[src/rtl/pc_pkg.sv]
// pc_pkg: shared FSM encoding, PC step size and address-wrap helper for pc_sequencer.
package pc_pkg;
  typedef enum logic [1:0] {PC_BOOT = 2'd0, PC_RUN = 2'd1, PC_HALT = 2'd2} pc_state_e;
  localparam logic [31:0] PC_STEP = 32'd4;
  function automatic logic [31:0] pc_wrap(input logic [31:0] addr, input logic [31:0] mem_bytes);
    return addr % mem_bytes;
  endfunction
endpackage

[src/rtl/ret_addr_stack.sv]
// ret_addr_stack: circular return-address stack; a push when full overwrites the oldest entry.
module ret_addr_stack #(
  parameter int DEPTH = 4
) (
  input  logic        clk,
  input  logic        reset,
  input  logic        push,
  input  logic        pop,
  input  logic [31:0] din,
  output logic [31:0] top,
  output logic        empty,
  output logic        full
);
  localparam int AW = DEPTH > 1 ? $clog2(DEPTH) : 1;
  logic [31:0] mem [DEPTH];
  logic [AW-1:0] ptr, ptr_up, ptr_dn;
  logic [AW:0] cnt;
  assign ptr_up = ptr == AW'(DEPTH - 1) ? '0 : ptr + 1'b1;
  assign ptr_dn = ptr == '0 ? AW'(DEPTH - 1) : ptr - 1'b1;
  assign top = mem[ptr];
  assign empty = cnt == '0;
  assign full = cnt == (AW + 1)'(DEPTH);
  always_ff @(posedge clk) begin
    if (reset) begin
      ptr <= '0;
      cnt <= '0;
    end else if (push) begin
      mem[ptr_up] <= din;
      ptr <= ptr_up;
      if (!full) cnt <= cnt + 1'b1;
    end else if (pop && !empty) begin
      ptr <= ptr_dn;
      cnt <= cnt - 1'b1;
    end
  end
endmodule

[src/rtl/pc_sequencer.sv]
// pc_sequencer: PC stage feeding fetch (boot/run/halt, redirects, stall); PC_RAS_EN adds a return-address stack.
module pc_sequencer import pc_pkg::*; #(
  parameter logic [31:0] RESET_PC  = 32'h0000_0000,
  parameter logic [31:0] MEM_BYTES = 32'd20,
  parameter int          RAS_DEPTH = 4
) (
  input  logic        clk,
  input  logic        reset,
  input  logic        stall,
  input  logic        redirect_valid,
  input  logic [31:0] redirect_target,
  input  logic        redirect_is_call,
  input  logic        redirect_is_ret,
  input  logic        halt_req,
  output logic [31:0] PC,
  output logic        pc_valid,
  output logic        halted,
  output logic        misalign,
  output logic [31:0] instr_count
);
  pc_state_e state, state_n;
  logic [31:0] pc_n, pc_inc, tgt, ras_top;
  logic take, pop;
  assign pc_inc = (PC + PC_STEP >= MEM_BYTES) ? '0 : PC + PC_STEP;
  assign tgt = pc_wrap({redirect_target[31:2], 2'b00}, MEM_BYTES);
  assign take = state == PC_RUN && !halt_req && redirect_valid;
`ifdef PC_RAS_EN
  logic push, ras_empty, unused_full;
  assign push = take && redirect_is_call;
  assign pop = take && redirect_is_ret && !redirect_is_call && !ras_empty;
  ret_addr_stack #(.DEPTH(RAS_DEPTH)) u_ras (
    .clk(clk), .reset(reset), .push(push), .pop(pop), .din(pc_inc),
    .top(ras_top), .empty(ras_empty), .full(unused_full)
  );
`else
  logic unused_ok;
  assign unused_ok = &{1'b0, redirect_is_call, redirect_is_ret, RAS_DEPTH != 0};
  assign pop = 1'b0;
  assign ras_top = '0;
`endif
  assign pc_valid = state == PC_RUN;
  assign halted = state == PC_HALT;
  always_comb begin
    state_n = state;
    pc_n = PC;
    if (state == PC_BOOT) state_n = PC_RUN;
    else if (state == PC_RUN) begin
      if (halt_req) state_n = PC_HALT;
      else if (redirect_valid) pc_n = pop ? ras_top : tgt;
      else if (!stall) pc_n = pc_inc;
    end
  end
  always_ff @(posedge clk) begin
    if (reset) begin
      state <= PC_BOOT;
      PC <= RESET_PC;
      misalign <= 1'b0;
      instr_count <= '0;
    end else begin
      state <= state_n;
      PC <= pc_n;
      misalign <= misalign | (take & ~pop & |redirect_target[1:0]);
      if (state == PC_RUN && !stall) instr_count <= instr_count + 1'b1;
    end
  end
endmodule

[config.mk]
export PLATFORM = sky130hd
export DESIGN_NAME = pc_sequencer
export DESIGN_NICKNAME = d
export VERILOG_FILES = /design/src/rtl/pc_pkg.sv /design/src/rtl/ret_addr_stack.sv /design/src/rtl/pc_sequencer.sv
export SDC_FILE = /design/constraint.sdc
export NUM_CORES = 1
export LEC_CHECK = 0
export BUFFER_PORTS_ARGS = -buffer_cell sky130_fd_sc_hd__buf_2
export CAP_MARGIN = 5
export CORE_ASPECT_RATIO = 1.1
export CORE_MARGIN = 10
export CORE_UTILIZATION = 35
export CTS_CLUSTER_SIZE = 12
export DETAILED_ROUTE_END_ITERATION = 8
export PLACE_DENSITY = 0.59
export SLEW_MARGIN = 20
export SYNTH_ARGS = -nofsm -noshare
export SYNTH_HDL_FRONTEND = slang
export SYNTH_SLANG_ARGS = --single-unit
[constraint.sdc]
create_clock -name clk -period 15.25 [get_ports clk]
set_input_delay 1.525 -clock clk [delete_from_list [all_inputs] [get_ports clk]]
set_output_delay 1.525 -clock clk [all_outputs]
set_load 0.02 [all_outputs]
After elaboration in Yosys (flattened, before gate mapping)
Cells that the tools add are included.
Widths: inputs -> output; s select.

cells by class
  reduce and logical (&&, ||, !) cells = 13
  $lt $le $gt $ge = 1
  muxes and demuxes = 6
  div/mod/pow operators = 1
  add/sub/neg operators = 2
  equality and inequality tests = 3
  bitwise logic cells = 4

operator list
  kind                   number
  $mux 32                3
  $add 32x1->32 const B  1
  $add 32x3->32 const B  1
  $ge 32x5->1 const B    1
  $mod 32x5->32 const B  1
  $reduce_and 2->1       2
  $reduce_and 4->1       1
  $reduce_bool 2->1      2
  $reduce_or 2->1        2
  $logic_and 1x1->1      3
  $mux 1                 3
  $eq 2x1->1 const B     1
  $eq 2x2->1 const B     1
  $logic_not 1->1        2
  $logic_not 2->1        1
  $ne 2x1->1 const B     1
  $not 1->1              2
  $and 1x1->1            1
  $or 1x1->1             1

storage, ports and cells
  register bits after elaboration = 67
  input port bits = 39
  word-level logic and storage cells = 35

Logic depth before layout (Yosys ltp)
Gate-level depths: netlist of run 1.

  depth after elaboration = 5
  mapped depth = 39

Worst setup path after synthesis of run 1
Ideal clock, no wire load.

  path type = input -> register
  start point = input port redirect_target[28]
  end point = register PC[4]
  path slack = 6.238 ns
  data arrival time = 8.875 ns
  library setup time = 0.137 ns
  stages on the path = 38
  cells stage by stage = buf_4 buf_8 nand2b_4 a22oi_2 o2111ai_2 and2_1 buf_2 a2111oi_2 a21oi_1 nor2b_1 o211a_4 buf_6 o31a_1 o32ai_2 a2bb2oi_2 buf_6 a2111oi_2 or4b_4 [... 2 more ...] o21ai_2 a31oi_1 a211o_4 nor3_4 nor4_2 or2_1 o211a_1 o32a_1 a21o_1 buf_6 maj3_2 o221a_1 a31oi_1 buf_4 xnor2_1 a22o_1 a2111oi_2 a2111oi_2

on the way
  longest elaborated chain between the ends = 2

ends and longest elaborated chain
  element                 RTL line            source
  start: declaration      pc_sequencer.sv:11  input logic [31:0] redirect_target,
  $mod 32x5->32           pc_pkg.sv:6         return addr % mem_bytes;
  $mux 32                 pc_sequencer.sv:49  else if (redirect_valid) pc_n = pop ? ras_top : tgt;
  end signal: assignment  pc_sequencer.sv:61  PC <= pc_n;
  end: declaration        pc_sequencer.sv:15  output logic [31:0] PC,

Every way passes these cells.
A chain may end at the register's enable or synchronous reset.

Worst setup path after layout of run 1
  start point = input port redirect_target[31]
  end point = register PC[4]

Same word-level chain as after synthesis.

==> results of run 1 <==
[logic make-up after synthesis]
| family | count (synthesis) |
|---|---|
| xor gates and xnor gates | 53 |
| muxes | 9 |
| buffers and inverters | 90 |
| other | 1 |
| AOI/OAI and AO/OA | 246 |
| adders and majority gates | 5 |
| and+or+nand+nor | 395 |
| DFF | 65 |
[flip-flops by register name, summed over array words and instances, names as in the netlist]
register,count
PC,30
state,2
instr_count,32
misalign,1
[metrics by stage]
| step | util | hold slack [ns] | cells | total power, µW | area, µm² |
|---|---|---|---|---|---|
| global placement | 0.381 | 0.436 | 1156 | 519 | 7010 |
| global route | 0.396 | 0.493 | 1172 | 772 | 7300 |
| CTS | 0.396 | 0.449 | 1172 | 723 | 7300 |
| detailed placement | 0.381 | 0.441 | 1156 | 520 | 7010 |
| floorplan | - | 0.465 | 865 | 475 | 6570 |
| finish | 0.396 | 0.445 | 1172 | 721 | 7300 |
[cells in the mapped netlist, types with 5 or more instances]
cell,count,area (µm²)
nor2b_1,7,43.8
nor4_1,17,106
o211ai_1,9,67.6
nor3_1,39,195
o21ai_0,22,110
a31oi_1,27,169
and3_1,24,150
buf_2,11,55.1
dfxtp_1,65,1300
nand4_1,22,138
a211oi_1,12,90.1
a21oi_1,39,195
a21o_1,5,37.5
o211a_1,5,50.1
o21ai_1,5,25.0
clkbuf_1,11,41.3
a2111oi_2,6,90.1
xor2_1,25,219
or2_1,5,31.3
a211o_1,7,61.3
o31ai_1,7,52.6
buf_6,10,113
buf_4,13,97.6
o31a_1,6,52.6
mux2i_1,7,70.1
or3_1,11,68.8
and2_1,30,188
nor3b_1,6,45.0
o2111ai_1,5,43.8
a32oi_1,6,52.6
nor2_1,87,327
inv_1,32,120
nand3_1,31,155
xnor2_1,28,245
nand2_1,69,259
[layout make-up]
cell class,count,area (µm²)
fill,1960,11100
clock inverter,3,40.0
multi-input combinational,710,4750
tap,243,304
sequential,65,1300
timing repair buffer,102,513
clock buffer,13,250
inverter,36,135
[path summary, 6_finish.rpt]
kind	cells after the start	start	slack (ns)	end
min reg2reg	2	misalign	0.44	misalign
max reg2reg	14	PC[3]	11.51	PC[4]
min	2	misalign	0.44	misalign
max	31	redirect_target[31]	4.53	PC[4]
[power breakdown]
group          internal (µW)  switching, µW  leakage, µW
clock network            130           71.0     0.000144
registers                171           1.31     0.000524
logic                    126            221      0.00223
total                    428            293      0.00289
[metal layers]
layer / up-vias / global-route usage
met5: - / 0
met2: 162 / 0.216
met1: 3049 / 0.176
li1: 3384 / -
met4: 6 / 0.0363
met3: 23 / 0.0244
[cells in the final DEF (no fill, tap or decap), types with 6 or more instances in the layout]
cell type	count
a2111oi_2	6
a211o_1	7
a211oi_1	12
a21oi_1	39
a31oi_1	27
a32oi_1	6
and2_1	30
and3_1	24
buf_2	101
clkbuf_16	9
dfxtp_1	65
inv_1	32
mux2i_1	7
nand2_1	69
nand3_1	31
nand4_1	22
nor2_1	87
nor2b_1	7
nor3_1	39
nor3b_1	6
nor4_1	17
o211ai_1	9
o21ai_0	22
o31a_1	6
o31ai_1	7
or3_1	11
xnor2_1	28
xor2_1	25
[worst max-delay path, delay by kind of cell]
kind | cells | cell delay [ns]
simple gates | 7 | 2.65
mux | 1 | 0.27
compound gates | 21 | 5.99
xor+xnor | 1 | 0.25
buf+inv | 1 | 0.23
==> results.cfg, run 1 <==
[floorplan]
die_y_um = 164
die-area_mm2 = 0.0247
initial_core_util = 0.357
io_pins = 106
dieWidth_um = 151
rows = 52
coreArea_mm2 = 0.0184

[detailed_routing]
ant_nets = 0
wirelength_um = 17300
viasPerCell = 5.65
top_layer = met5
wl_met1_um = 8050
vias = 6624
dr_wl_met3_um = 1010
drcViolationCount = 0
first_pass_iters = 5
wl_per_cell_um = 14.7
first_iter_violations = 430
routed-wl-met2_um = 7950

[placement]
pre_cts_slack_ns = 4.30
port_buffers = 101
finalWeightedCongestion = 0.884
hpwl_um = 12900

[clock_network]
cts_inserted_buffers = 9
clk_pin_slew_ns = 0.05
ctsResizeCount = 0
cts_root_buf = clkbuf_16
htreeDepth = 3
cts.sinks = 65
hold_buffers = 0
clk_latency_ns = 0.33
tritoncts = built
cts_setup_buffers = 0
clk_path_buf_depth = 2

[yosys]
post_synth_xor_area_fraction = 0.0707
synth_ff_type = dfxtp_1
yosysWarnings = 0
synth_top_family_by_area = simple AND/OR/NAND/NOR gates
synth_seq_cells = 65
syn_inst = 864
muxShareOfSynthArea = 0.0158
synthArstFlopShare = 0
synth_compound_area_frac = 0.303
syn-cell-area_mm2 = 0.00657
yosysUniqueCellTypes = 120
synth-edff-count = 0
syn_avg_cell_area_um2 = 7.60
synth-adder-area-share = 0.00933
ys_seq_area_frac = 0.198
synthSimpleGateAreaFrac = 0.324

[worst_setup_path]
cp_slowest_cell = a31oi_1
crit_top_cell = a31oi_1
cp-start-kind = input pin
critical_path_required_ns = 15.48
cp.arrival_ns = 10.95
worstSetupPathType = in -> reg
end_kind = flop
cp_max_fo = 20
max_stage_delay_ns = 0.74

[power]
vdd_drop_max_mv = 0.0596
power.leakage_uw = 0.00289
powerDensity_mw_per_mm2 = 98.8

[global_routing]
antenna_found_initial = 3
grt_use_total = 0.133
grt_max_degree = 41
overflow = 0
grt_pass1_wl_um = 28500
grt_pass1_vias = 5997

[final_layout]
syn2layout_area_growth_pct = 11.1
nNetsFinal = 967
insertedDiodeCount = 0
drive_gt1_frac = 0.193

[timing]
hold_viol = 0
fin_worst_skew_ns = 0.00443
fmax_mhz = 93.3
tightest_slew_ns = 0.891
period_minus_slack_ns = 10.72
drv_slew = 0
setup_viol = 0
rsz0062_at_grt = false
tns_ns = 0
setup_ws_ns = 4.53
slew_headroom = 0.403
period_share = 0.703

[job]
max_cap_violations = 0

[hold_path]
hp-class = reg -> reg

[status]
status = completed
(Power assumes the default switching activity.)
==> inputs of run 2 (changes only) <==
--- a/config.mk
+++ b/config.mk
@@ -12,7 +12,7 @@
 export CORE_UTILIZATION = 35
 export CTS_CLUSTER_SIZE = 12
 export DETAILED_ROUTE_END_ITERATION = 8
-export PLACE_DENSITY = 0.59
+export PLACE_DENSITY = 0.61
 export SLEW_MARGIN = 20
 export SYNTH_ARGS = -nofsm -noshare
 export SYNTH_HDL_FRONTEND = slang
==> constraint.sdc (replaced) <==
create_clock -name clk -period 9.8 [get_ports clk]
set_input_delay 0.98 -clock clk [delete_from_list [all_inputs] [get_ports clk]]
set_output_delay 0.98 -clock clk [all_outputs]
set_load 0.02 [all_outputs]
==> results.cfg, run 2 (synthesized netlist as in run 1, its figures left out) <==
[final_layout]
regArea_mm2 = 0.00130
final_common_cell = buf_2
final.fill_count = 1925
drive_gt1_frac = 0.210
syn2layout_area_growth_pct = 13.4
final_cell_mix = buf_2 (101), nor2_1 (87), nand2_1 (68), dfxtp_1 (65), a21oi_1 (39)
multiInputGateArea_mm2 = 0.00476
reg_top3 = instr_count x32, PC x30, state x2
fin_cells = 1186
nNetsFinal = 978
final_area_mm2 = 0.00745
largest_reg_flops = 32
largest-register = instr_count

[timing]
slew_headroom = 0.514
fmax_mhz = 109
fin_worst_skew_ns = 0.00490
drv_slew = 0
hold_viol = 0
tightest_slew_ns = 0.729
setup_viol = 0
tns_ns = 0
rsz0062_at_grt = false
setup_ws_ns = 0.625
period_minus_slack_ns = 9.18
period_share = 0.936

[placement]
hpwl_um = 13200
port_buffers = 101
pre_cts_slack_ns = 0.215
finalWeightedCongestion = 0.852
dp_cells = 1167
place_area_mm2 = 0.00709

[global_routing]
grt_max_degree = 41
grt_pass1_vias = 6119
grt_use_total = 0.138
grt_pass1_wl_um = 29400
overflow = 0
antenna_found_initial = 3

[floorplan]
coreArea_mm2 = 0.0184
io_pins = 106
rows = 52
die_y_um = 164
dieWidth_um = 151
initial_core_util = 0.357
die-area_mm2 = 0.0247

[power]
vdd_drop_max_mv = 0.114
power.leakage_uw = 0.00298
power_switching_uw = 468
switching_share = 0.391
p_comb_frac = 0.476
internal_power_uw = 729
power.share.clock = 0.299
powerDensity_mw_per_mm2 = 161
seqPwrFrac = 0.225

[worst_setup_path]
max_stage_delay_ns = 0.43
r2r_slack_ns = 6.05
cp_slowest_cell = a2111oi_0
worstSetupPathType = in -> reg
cp_max_fo = 16
reg2reg_depth = 14
critical_path_required_ns = 10.03
cp.arrival_ns = 9.40
r2r-start = PC[2]
end_kind = flop
cp-start-kind = input pin
worstReg2RegEnd = PC[4]
crit_top_cell = or2_1

[detailed_routing]
viasPerCell = 5.66
drcViolationCount = 0
wirelength_um = 17800
wl_per_cell_um = 15.0
first_pass_iters = 5
ant_nets = 0
vias = 6713
first_iter_violations = 385

[hold_path]
hold_path_end = misalign
holdCritStartpoint = misalign
whs_path_depth = 2
hp-class = reg -> reg

[clock_network]
cts_root_buf = clkbuf_16
htreeDepth = 3
clk_pin_slew_ns = 0.05
tritoncts = built
ctsResizeCount = 0
cts_inserted_buffers = 9
cts_setup_buffers = 0
clk_latency_ns = 0.33
cts.sinks = 65
clk_path_buf_depth = 2
hold_buffers = 0

[status]
status = completed

[job]
max_cap_violations = 0
-- run 2: changes by cell type in the layout (fill, tap and decap cells not counted), moves of 2 or more --
cell / previous run / this run
diode_2: 0 / 3
buf_4: 1 / 12
clkbuf_8: 1 / 3
clkbuf_1: 3 / 0
-- run 2: worst max-delay path, delay by kind of cell --
family          cells  cell delay, ns
simple gates       10            2.49
fa+ha+maj           1            0.34
compound gates     19            5.11
buf+inv             2            0.46
-- run 2: cell type report --
| cell class | count | area share |
|---|---|---|
| multi-input cells | 710 | 0.640 |
| well taps | 243 | 0.0408 |
| diodes | 3 | 0.00101 |
| clock buffers | 12 | 0.0358 |
| flip-flops and latches | 65 | 0.175 |
| inverters | 36 | 0.0181 |
| clock inverters | 4 | 0.00991 |
| repair buffers | 113 | 0.0800 |
-- run 2: how the worst max path moves through the flow --
| stage | start | endpoint | slack (ns) | cells past startpoint |
|---|---|---|---|---|
| global placement | redirect_target[31] | PC[4] | 0.27 | 33 |
| CTS | redirect_target[31] | PC[4] | 0.55 | 32 |
| detailed placement | redirect_target[31] | PC[4] | 0.22 | 33 |
| finish | redirect_target[26] | PC[4] | 0.62 | 32 |
| floorplan | redirect_target[28] | PC[4] | 1.33 | 38 |
| global route | redirect_target[26] | PC[4] | 0.02 | 32 |
-- run 2: routing by layer --
layer  global-route usage  share of wire
met1                0.182           0.46
met2                0.219           0.46
met3               0.0271          0.059
met4               0.0460          0.017
met5                    0         0.0011
-- run 2: through the flow --
| step | total power, µW | hold slack (ns) | utilization |
|---|---|---|---|
| 3_3_place_gp | 834 | 0.434 | 0.385 |
| 4_1_cts | 1200 | 0.449 | 0.404 |
| 2_1_floorplan | 740 | 0.465 | - |
| 3_5_place_dp | 836 | 0.440 | 0.385 |
| 5_1_grt | 1270 | 0.478 | 0.404 |
| 6_report | 1200 | 0.445 | 0.405 |
-- run 2: power groups by stage --
stage / Combinational (µW) / Sequential (µW) / Clock [µW]
after floorplan: 464 / 276 / 0
after global placement: 559 / 274 / 0
after detailed placement: 561 / 275 / 0
after CTS: 564 / 269 / 365
after global routing: 627 / 269 / 377
final: 570 / 269 / 358
